## config.mk

```make
export PLATFORM = sky130hd
export DESIGN_NAME = uart_boot_loader
export DESIGN_NICKNAME = d
export VERILOG_FILES = /design/src/rtl/uart_boot_loader.sv
export SDC_FILE = /design/constraint.sdc
export NUM_CORES = 1
export LEC_CHECK = 0
export ABC_AREA = 1
export BUFFER_PORTS_ARGS = -buffer_cell sky130_fd_sc_hd__buf_2
export CORE_MARGIN = 2
export CORE_UTILIZATION = 48
export DETAILED_ROUTE_END_ITERATION = 8
export GPL_ROUTABILITY_DRIVEN = 0
export PLACE_DENSITY = 0.7
export SLEW_MARGIN = 30
export SYNTH_ARGS = -nofsm -noshare
export SYNTH_HDL_FRONTEND = slang
export SYNTH_SLANG_ARGS = --single-unit
```

## constraint.sdc

```tcl
create_clock -name clk -period 3.5 [get_ports clk]
set_input_delay 0.7 -clock clk [delete_from_list [all_inputs] [get_ports clk]]
set_output_delay 0.7 -clock clk [all_outputs]
set_load 0.05 [all_outputs]
```

## src/rtl/uart_boot_loader.sv

```systemverilog
// Boot-time serial loader: reads LOAD/GO frames from the uart receive buffer,
// writes payload words to memory and answers every frame with one reply byte.
module uart_boot_loader #(
  parameter logic [31:0] RESET_PC = 32'h0000_0000
) (
  input  logic        clk,
  input  logic        reset,
  input  logic        uart_valid,
  input  logic [7:0]  uart_do,
  output logic        uart_re,
  output logic        uart_we,
  output logic [7:0]  uart_di,
  input  logic        uart_wait,
  output logic        mem_valid,
  output logic [31:0] mem_addr,
  output logic [31:0] mem_wdata,
  output logic [3:0]  mem_wstrb,
  input  logic        mem_ready,
  output logic        busy,
  output logic        boot_done,
  output logic [31:0] boot_addr
);
  localparam logic [3:0] S_IDLE   = 4'd0;
  localparam logic [3:0] S_L_ADDR = 4'd1;
  localparam logic [3:0] S_L_CNT  = 4'd2;
  localparam logic [3:0] S_L_DATA = 4'd3;
  localparam logic [3:0] S_L_WR   = 4'd4;
  localparam logic [3:0] S_L_CHK  = 4'd5;
  localparam logic [3:0] S_G_ADDR = 4'd6;
  localparam logic [3:0] S_REPLY  = 4'd7;
  localparam logic [3:0] S_DONE   = 4'd8;

  localparam logic [1:0] RD_LOOK = 2'd0;
  localparam logic [1:0] RD_TAKE = 2'd1;
  localparam logic [1:0] RD_DEAD = 2'd2;

  localparam logic [7:0] CH_L = 8'h4C;
  localparam logic [7:0] CH_G = 8'h47;
  localparam logic [7:0] CH_K = 8'h4B;
  localparam logic [7:0] CH_E = 8'h45;
  localparam logic [7:0] CH_Q = 8'h3F;

  logic [3:0]  state_r, state_s;
  logic [1:0]  rd_ph_r, rd_ph_s;
  logic [1:0]  idx_r, idx_s;
  logic [31:0] addr_r, addr_s;
  logic [31:0] word_r, word_s;
  logic [15:0] cnt_r, cnt_s;
  logic [7:0]  chk_r, chk_s;
  logic        go_r, go_s;
  logic        want_byte_s, got_byte_s;
  logic        re_s, we_s, mv_s, bd_s, busy_s;
  logic [7:0]  di_s;
  logic [31:0] ma_s, md_s, ba_s;
  logic [3:0]  ws_s;

  // Next-state and next-output computation for the frame parser.
  always_comb begin
    state_s = state_r;
    idx_s   = idx_r;
    addr_s  = addr_r;
    word_s  = word_r;
    cnt_s   = cnt_r;
    chk_s   = chk_r;
    go_s    = go_r;
    re_s    = 1'b0;
    we_s    = uart_we;
    di_s    = uart_di;
    mv_s    = mem_valid;
    ma_s    = mem_addr;
    md_s    = mem_wdata;
    ws_s    = mem_wstrb;
    bd_s    = boot_done;
    ba_s    = boot_addr;
    got_byte_s = (rd_ph_r == RD_TAKE);

    case (state_r)
      S_IDLE, S_L_ADDR, S_L_CNT, S_L_DATA, S_L_CHK, S_G_ADDR: want_byte_s = 1'b1;
      default: want_byte_s = 1'b0;
    endcase

    // One strobe cycle captures the byte, the next is dead while uart_valid falls.
    if (rd_ph_r == RD_TAKE) begin
      rd_ph_s = RD_DEAD;
    end else if ((rd_ph_r == RD_LOOK) && want_byte_s && uart_valid) begin
      rd_ph_s = RD_TAKE;
      re_s    = 1'b1;
    end else begin
      rd_ph_s = RD_LOOK;
    end

    case (state_r)
      S_IDLE: begin
        if (got_byte_s) begin
          idx_s = 2'd0;
          if (uart_do == CH_L) begin
            state_s = S_L_ADDR;
          end else if (uart_do == CH_G) begin
            state_s = S_G_ADDR;
          end else begin
            we_s    = 1'b1;
            di_s    = CH_Q;
            go_s    = 1'b0;
            state_s = S_REPLY;
          end
        end else begin
          state_s = S_IDLE;
        end
      end
      S_L_ADDR: begin
        if (got_byte_s) begin
          addr_s = {uart_do, addr_r[31:8]};
          idx_s  = idx_r + 2'd1;
          if (idx_r == 2'd3) begin
            addr_s[1:0] = 2'b00;
            state_s     = S_L_CNT;
          end else begin
            state_s = S_L_ADDR;
          end
        end else begin
          state_s = S_L_ADDR;
        end
      end
      S_L_CNT: begin
        if (got_byte_s) begin
          cnt_s = {uart_do, cnt_r[15:8]};
          idx_s = idx_r + 2'd1;
          if (idx_r == 2'd1) begin
            idx_s   = 2'd0;
            chk_s   = 8'h00;
            state_s = ({uart_do, cnt_r[15:8]} == 16'h0000) ? S_L_CHK : S_L_DATA;
          end else begin
            state_s = S_L_CNT;
          end
        end else begin
          state_s = S_L_CNT;
        end
      end
      S_L_DATA: begin
        if (got_byte_s) begin
          word_s = {uart_do, word_r[31:8]};
          chk_s  = chk_r + uart_do;
          idx_s  = idx_r + 2'd1;
          if (idx_r == 2'd3) begin
            mv_s    = 1'b1;
            ma_s    = addr_r;
            md_s    = {uart_do, word_r[31:8]};
            ws_s    = 4'hF;
            state_s = S_L_WR;
          end else begin
            state_s = S_L_DATA;
          end
        end else begin
          state_s = S_L_DATA;
        end
      end
      S_L_WR: begin
        if (mem_valid && mem_ready) begin
          mv_s    = 1'b0;
          ws_s    = 4'h0;
          addr_s  = addr_r + 32'd4;
          cnt_s   = cnt_r - 16'd1;
          state_s = (cnt_r == 16'd1) ? S_L_CHK : S_L_DATA;
        end else begin
          state_s = S_L_WR;
        end
      end
      S_L_CHK: begin
        if (got_byte_s) begin
          we_s    = 1'b1;
          di_s    = (uart_do == chk_r) ? CH_K : CH_E;
          go_s    = 1'b0;
          state_s = S_REPLY;
        end else begin
          state_s = S_L_CHK;
        end
      end
      S_G_ADDR: begin
        if (got_byte_s) begin
          addr_s = {uart_do, addr_r[31:8]};
          idx_s  = idx_r + 2'd1;
          if (idx_r == 2'd3) begin
            we_s    = 1'b1;
            di_s    = CH_K;
            go_s    = 1'b1;
            state_s = S_REPLY;
          end else begin
            state_s = S_G_ADDR;
          end
        end else begin
          state_s = S_G_ADDR;
        end
      end
      S_REPLY: begin
        // A GO only takes effect once its acknowledge has left.
        if (uart_we && !uart_wait) begin
          we_s = 1'b0;
          if (go_r) begin
            bd_s    = 1'b1;
            ba_s    = addr_r;
            state_s = S_DONE;
          end else begin
            state_s = S_IDLE;
          end
        end else begin
          state_s = S_REPLY;
        end
      end
      S_DONE: begin
        state_s = S_DONE;
        we_s    = 1'b0;
        mv_s    = 1'b0;
      end
      default: begin
        state_s = S_IDLE;
        we_s    = 1'b0;
        mv_s    = 1'b0;
        ws_s    = 4'h0;
      end
    endcase

    busy_s = (state_s != S_IDLE) && (state_s != S_DONE);
  end

  // State and output registers.
  always_ff @(posedge clk) begin
    if (reset) begin
      state_r   <= S_IDLE;
      rd_ph_r   <= RD_LOOK;
      idx_r     <= 2'd0;
      addr_r    <= 32'h0000_0000;
      word_r    <= 32'h0000_0000;
      cnt_r     <= 16'h0000;
      chk_r     <= 8'h00;
      go_r      <= 1'b0;
      uart_re   <= 1'b0;
      uart_we   <= 1'b0;
      uart_di   <= 8'h00;
      mem_valid <= 1'b0;
      mem_addr  <= 32'h0000_0000;
      mem_wdata <= 32'h0000_0000;
      mem_wstrb <= 4'h0;
      busy      <= 1'b0;
      boot_done <= 1'b0;
      boot_addr <= RESET_PC;
    end else begin
      state_r   <= state_s;
      rd_ph_r   <= rd_ph_s;
      idx_r     <= idx_s;
      addr_r    <= addr_s;
      word_r    <= word_s;
      cnt_r     <= cnt_s;
      chk_r     <= chk_s;
      go_r      <= go_s;
      uart_re   <= re_s;
      uart_we   <= we_s;
      uart_di   <= di_s;
      mem_valid <= mv_s;
      mem_addr  <= ma_s;
      mem_wdata <= md_s;
      mem_wstrb <= ws_s;
      busy      <= busy_s;
      boot_done <= bd_s;
      boot_addr <= ba_s;
    end
  end
endmodule

```

# Word-level counts from Yosys, hierarchy flattened
# Cells that the tools add are included.
dict set report classes {
  addsub 4
  eq_ne 30
  mux 66
  bitwise_logic 3
  reduce_logical 32
}
# operator n
set op_table {}
lappend op_table {{$mux W32} 3}
lappend op_table {{$pmux W32 S3} 1}
lappend op_table {{$mux W8} 9}
lappend op_table {{$mux W4} 11}
lappend op_table {{$pmux W4 S9} 1}
lappend op_table {{$add A32 B3 Y32 const B} 1}
lappend op_table {{$mux W16} 2}
lappend op_table {{$pmux W16 S2} 1}
lappend op_table {{$ne A2 B2 Y1 const B} 13}
lappend op_table {{$pmux W8 S3} 1}
lappend op_table {{$reduce_and A4 Y1} 5}
lappend op_table {{$mux W3} 6}
lappend op_table {{$mux W1} 17}
lappend op_table {{$eq A16 B1 Y1 const B} 1}
lappend op_table {{$eq A4 B3 Y1 const B} 4}
lappend op_table {{$eq A8 B7 Y1 const B} 2}
lappend op_table {{$logic_not A16 Y1} 1}
lappend op_table {{$mux W2} 8}
lappend op_table {{$pmux W8 S2} 1}
lappend op_table {{$sub A16 B1 Y16 const B} 1}
lappend op_table {{$pmux W4 S3} 1}
lappend op_table {{$reduce_or A6 Y1} 2}
lappend op_table {{$reduce_and A3 Y1} 3}
lappend op_table {{$reduce_bool A3 Y1} 3}
lappend op_table {{27 further kinds} 37}
dict set report totals {
  register_bits 210
  inputBits 13
  out_inout_bits 113
  elab_cells 154
}

# Logic depth before layout (Yosys ltp)
dict set report logic_depth {
  depth_word 7
  ltp_mapped 12
  mapped_depth_nobuf 12
}

# Worst setup path before layout
# OpenSTA, ideal clock, no wires.
dict set report synth_path {
  kind {register to register}
  from {register rd_ph_r[0]}
  to {register mem_wdata[12]}
  setup_ns 0.146
  arrival_ns 1.697
  required_time_ns 3.354
  slack_ns 1.656
  stages_incl_launch_ff 8
  path_buffers 2
  period_less_slack_ns 1.844
  cell_sequence {dfxtp_1 -> inv_1 -> nor2_1 -> nand2_1 -> nor2_1 -> buf_4 -> buf_2 -> a211oi_2}
}
dict set report synth_via {
  elab_chain_cells 2
}
# item line_no
set synth_lines {}
lappend synth_lines {{from (decl)} 44} ;# logic [1:0] rd_ph_r, rd_ph_s;
lappend synth_lines {{from (signal assigned)} 248} ;# rd_ph_r <= rd_ph_s;
lappend synth_lines {{$eq A2 B1 Y1} 75} ;# got_byte_s = (rd_ph_r == RD_TAKE);
lappend synth_lines {{$reduce_and A3 Y1 (no source line)} n/a}
lappend synth_lines {{to (signal assigned)} 260} ;# mem_wdata <= md_s;
lappend synth_lines {{to (decl)} 16} ;# output logic [31:0] mem_wdata,
# Every way passes these cells.
# A chain may end at the register's enable or synchronous reset.

# Final worst setup path
dict set report layout_path {
  from {register state_r[2]}
  to {register addr_r[21]}
}
dict set report layout_via {
  elab_chain_cells 3
  word_cells_on_any_way 9
  classes_between {eq/ne: 6; mux: 1; reduce/logical: 2}
}
# item line_no
set layout_lines {}
lappend layout_lines {{from (decl)} 43} ;# logic [3:0] state_r, state_s;
lappend layout_lines {{from (signal assigned)} 247} ;# state_r <= state_s;
lappend layout_lines {{$eq A4 B1 Y1 or $eq A4 B3 Y1 (tied branches)} 92} ;# case (state_r)
lappend layout_lines {{$ne A2 B2 Y1 (no source line) or $reduce_bool A3 Y1 (tied branches)} n/a}
lappend layout_lines {{$reduce_and A4 Y1 (no source line)} n/a}
lappend layout_lines {{to (signal assigned)} 250} ;# addr_r <= addr_s;
lappend layout_lines {{to (decl)} 46} ;# logic [31:0] addr_r, addr_s;
# Several ways; a longest one is shown, not always the timed one.

==> insert_results.sql <==
INSERT INTO impl_metrics (metric_group, metric, value, unit) VALUES
('outcome', 'run_status', 'completed', ''),
('detailed_routing', 'vias_per_cell', '5.44', ''),
('cts', 'clock_buffer_count_from_cts', '17', ''),
('cts', 'cts.repair_timing.setup_buffer_count', '0', ''),
('yosys', 'netlist-cell-type-count', '42', ''),
('pwr', 'p_per_area', '491', 'mW/mm^2'),
('yosys', 'synth_top_cell_area_share', '0.428', ''),
('critical_path', 'r2r_start', 'state_r[2]', ''),
('detailed_routing', 'drcViolationCount', '0', ''),
('yosys', 'synth_fp_nets', '1302', ''),
('run', 'drv.max_cap_violation_count', '0', ''),
('yosys', 'ys_ff_latch', '195', ''),
('critical_path', 'critical_path_class', 'register to register', ''),
('yosys', 'seq_area_frac_synth', '0.428', ''),
('timing', 'final_period_minus_worst_setup_slack', '2.22', 'ns'),
('timing', 'worst_max_slew_pin_slew', '0.794', 'ns'),
('timing', 'achievable-frequency', '450', 'MHz'),
('global_route', 'grt_pass1_vias', '7642', ''),
('timing', 'final-max-slew-violation-count', '0', ''),
('timing', 'hold_viol', '0', ''),
('critical_path', 'critical_path_peak_fanout', '37', ''),
('timing', 'period_share', '0.636', ''),
('timing', 'rsz_0062_raised_after_global_routing', 'no', ''),
('global_route', 'grt_util_all_layers', '0.244', ''),
('yosys', 'post-synth-top-area-cell', 'sky130_fd_sc_hd__dfxtp_1', ''),
('cts', 'cts_max_level', '4', ''),
('yosys', 'syn_area_per_cell', '7.15', 'um^2'),
('hold_path', 'hold_start', 'uart_di[0]', ''),
('critical_path', 'critical_path.startpoint', 'state_r[2]', ''),
('yosys', 'ys.warnings.count', '0', ''),
('timing', 'tns', '0', 'ns'),
('detailed_routing', 'ant_nets', '0', ''),
('floorplan', 'initial_core_util', '0.489', ''),
('global_route', 'grt_overflow', '0', ''),
('global_route', 'initial_antenna_violation_count', '0', ''),
('cts', 'tritoncts_num_sinks', '195', ''),
('critical_path', 'cp.required', '3.86', 'ns'),
('floorplan', 'die_width', '142', 'um'),
('cts', 'cts_max_path_buffers', '2', ''),
('timing', 'clock_tree_skew_after_final_layout', '0.0187', 'ns'),
('cts', 'number_of_buffers_added_to_fix_hold_violations_after_cts', '0', ''),
('critical_path', 'crit_path_end_kind', 'register', ''),
('floorplan', 'fp.dieArea', '0.0201', 'mm^2'),
('place', 'buffer_ports.inserted', '124', ''),
('place', 'hpwl_after_dpl', '16800', 'um'),
('hold_path', 'hold_path_depth', '2', ''),
('finish', 'drive_gt1_frac', '0.153', ''),
('cts', 'cts_resized', '0', ''),
('finish', 'final_util', '0.557', ''),
('floorplan', 'core_area', '0.0186', 'mm^2'),
('cts', 'cts_root_buffer', 'sky130_fd_sc_hd__clkbuf_16', ''),
('critical_path', 'setup.worst_path.start_class', 'register', ''),
('floorplan', 'io-pin-count', '126', ''),
('cts', 'cts_tree', 'yes', ''),
('global_route', 'grt_start_max_net_pins', '83', ''),
('hold_path', 'timing.hold.worst.class', 'register to register', ''),
('critical_path', 'r2r.worst_path.cells', '10', ''),
('global_route', 'grt_pass1_wl', '39500', 'um'),
('detailed_routing', 'drt_first_iter_violations', '799', ''),
('yosys', 'synth.cell_area', '0.00912', 'mm^2'),
('yosys', 'ys_top_cells_by_area', 'sky130_fd_sc_hd__dfxtp_1 43%, sky130_fd_sc_hd__a21oi_1 9.1%, sky130_fd_sc_hd__nor2_1 7.9%', ''),
('timing', 'slew_headroom', '0.471', ''),
('pwr', 'p_leak', '4.36', 'nW'),
('cts', 'clock_latency', '0.44', 'ns'),
('detailed_routing', 'routed_wire_length_per_instance', '15.3', 'um'),
('critical_path', 'timing.critical_path.arrival', '2.59', 'ns'),
('floorplan', 'row_count', '50', ''),
('timing', 'finalSetupViolations', '0', ''),
('detailed_routing', 'detailed_route_via_count', '8705', ''),
('pwr', 'max-vdd-ir-drop', '0.000407', 'V'),
('finish', 'num_antenna_cells', '0', ''),
('finish', 'design.final.nets', '1380', ''),
('detailed_routing', 'detailedRoute.firstPassIterationCount', '6', ''),
('floorplan', 'die_height', '142', 'um'),
('yosys', 'post_synth_inst_count', '1275', ''),
('cts', 'worst_setup_hold_path_clk_slew', '0.08', 'ns'),
('finish', 'syn_to_final_growth', '13.9', '%'),
('detailed_routing', 'routed_wl', '24500', 'um');
## per-layer routing
metal | GRT usage | share of wire | wire length, um | up-vias
li1 | - | - | - | 4389
met1 | 0.352 | 0.48 | 11800 | 3977
met2 | 0.385 | 0.45 | 11000 | 305
met3 | 0.0300 | 0.054 | 1320 | 34
met4 | 0.0705 | 0.017 | 408 | 0
met5 | 0 | 0 | 0 | -
## state kept, by name, indices dropped and copies added (netlist names)
| register | count |
|---|---|
| addr_r | 32 |
| boot_addr | 32 |
| boot_done | 1 |
| busy | 1 |
| chk_r | 8 |
| cnt_r | 16 |
| go_r | 1 |
| idx_r | 2 |
| mem_addr | 32 |
| mem_valid | 1 |
| mem_wdata | 32 |
| mem_wstrb | 1 |
| rd_ph_r | 2 |
| state_r | 4 |
| uart_di | 5 |
| uart_we | 1 |
| word_r | 24 |
## placed cells by master, fill, tap and decap left out, types with 7 or more instances in the layout
master and instances:
sky130_fd_sc_hd__inv_1 102, sky130_fd_sc_hd__nand4_1 12, sky130_fd_sc_hd__ha_1 13, sky130_fd_sc_hd__o21ai_0 138, sky130_fd_sc_hd__nand3_1 55, sky130_fd_sc_hd__a211oi_1 7
sky130_fd_sc_hd__a211oi_2 17, sky130_fd_sc_hd__buf_2 124, sky130_fd_sc_hd__dfxtp_1 195, sky130_fd_sc_hd__nand2_1 189, sky130_fd_sc_hd__nor3_1 18, sky130_fd_sc_hd__xor2_1 7
sky130_fd_sc_hd__nor2_1 192, sky130_fd_sc_hd__inv_2 9, sky130_fd_sc_hd__a31oi_1 8, sky130_fd_sc_hd__a21oi_1 166, sky130_fd_sc_hd__o21ai_1 33, sky130_fd_sc_hd__clkbuf_16 17
## power breakdown
| part | internal [mW] | switching [mW] |
|---|---|---|
| combinational | 0.184 | 0.527 |
| sequential | 2.27 | 0.0572 |
| clock | 1.10 | 0.964 |
## critical path, stage by stage (launching register included)
cell and delay, ns:
sky130_fd_sc_hd__dfxtp_1 0.41, sky130_fd_sc_hd__inv_2 0.05, sky130_fd_sc_hd__nor2_2 0.23, sky130_fd_sc_hd__nand2_2 0.17, sky130_fd_sc_hd__nand2_1 0.11, sky130_fd_sc_hd__nand2_2 0.12, sky130_fd_sc_hd__nand2_4 0.35, sky130_fd_sc_hd__inv_2 0.28
sky130_fd_sc_hd__a21oi_1 0.20, sky130_fd_sc_hd__nand2_1 0.07, sky130_fd_sc_hd__a21oi_1 0.13
## metrics by stage
step           area (um^2)  std cells  power [mW]  worst slack [ns]  hold slack [ns]
6_report             10400       1600        5.10              1.28            0.451
3_3_place_gp          9750       1568        3.07              1.26            0.439
4_1_cts              10400       1600        5.11              1.34            0.455
5_1_grt              10400       1600        5.31              1.08            0.473
2_1_floorplan         9120       1275        2.93              1.66            0.430
3_5_place_dp          9750       1568        3.07              1.21            0.442
## path summary, 6_finish.rpt
check,endpoint,slack (ns)
worst min register to register,uart_di[0],0.45
worst max-delay path,addr_r[21],1.28
worst min-delay path,uart_di[0],0.45
worst max register to register,addr_r[21],1.28
## kinds of logic (layout without fill, tap and decap cells)
| kind of cell | count (synthesis) | after routing | share of synthesized area |
|---|---|---|---|
| xor gates and xnor gates | 9 | 9 | 0.00865 |
| and+or+nand+nor | 490 | 490 | 0.225 |
| other | 1 | 1 | 0.000411 |
| adders and majority gates | 14 | 14 | 0.0200 |
| AOI/OAI and AO/OA | 380 | 380 | 0.229 |
| buffers and inverters | 186 | 277 | 0.0895 |
| DFF | 195 | 195 | 0.428 |
## Yosys cell counts, drive strengths merged
master and count:
xnor2 2, or2 2, nand3b 2, a31oi 8, a211oi 24, a22oi 2, fa 1, buf 48
nor2 200, nor4 1, nor3b 2, dfxtp 195, o21bai 2, o2111ai 1, o21a 2, o211ai 1
a21oi 166, nand4 12, clkbuf 26, ha 13, nor3 19, and2 1, inv 112, xor2 7
nand2 196, conb 1, a21o 1, o22ai 2, nand3 55, o21ai 171
## area by class of cell
type	instances	area (um^2)
fill	1763	8260
sequential	195	3900
inverter	112	422
clock inverter	15	205
clock buffer	17	425
timing repair buffer	133	726
multi-input combinational	894	4410
tap	234	293
(Power assumes the default switching activity.)
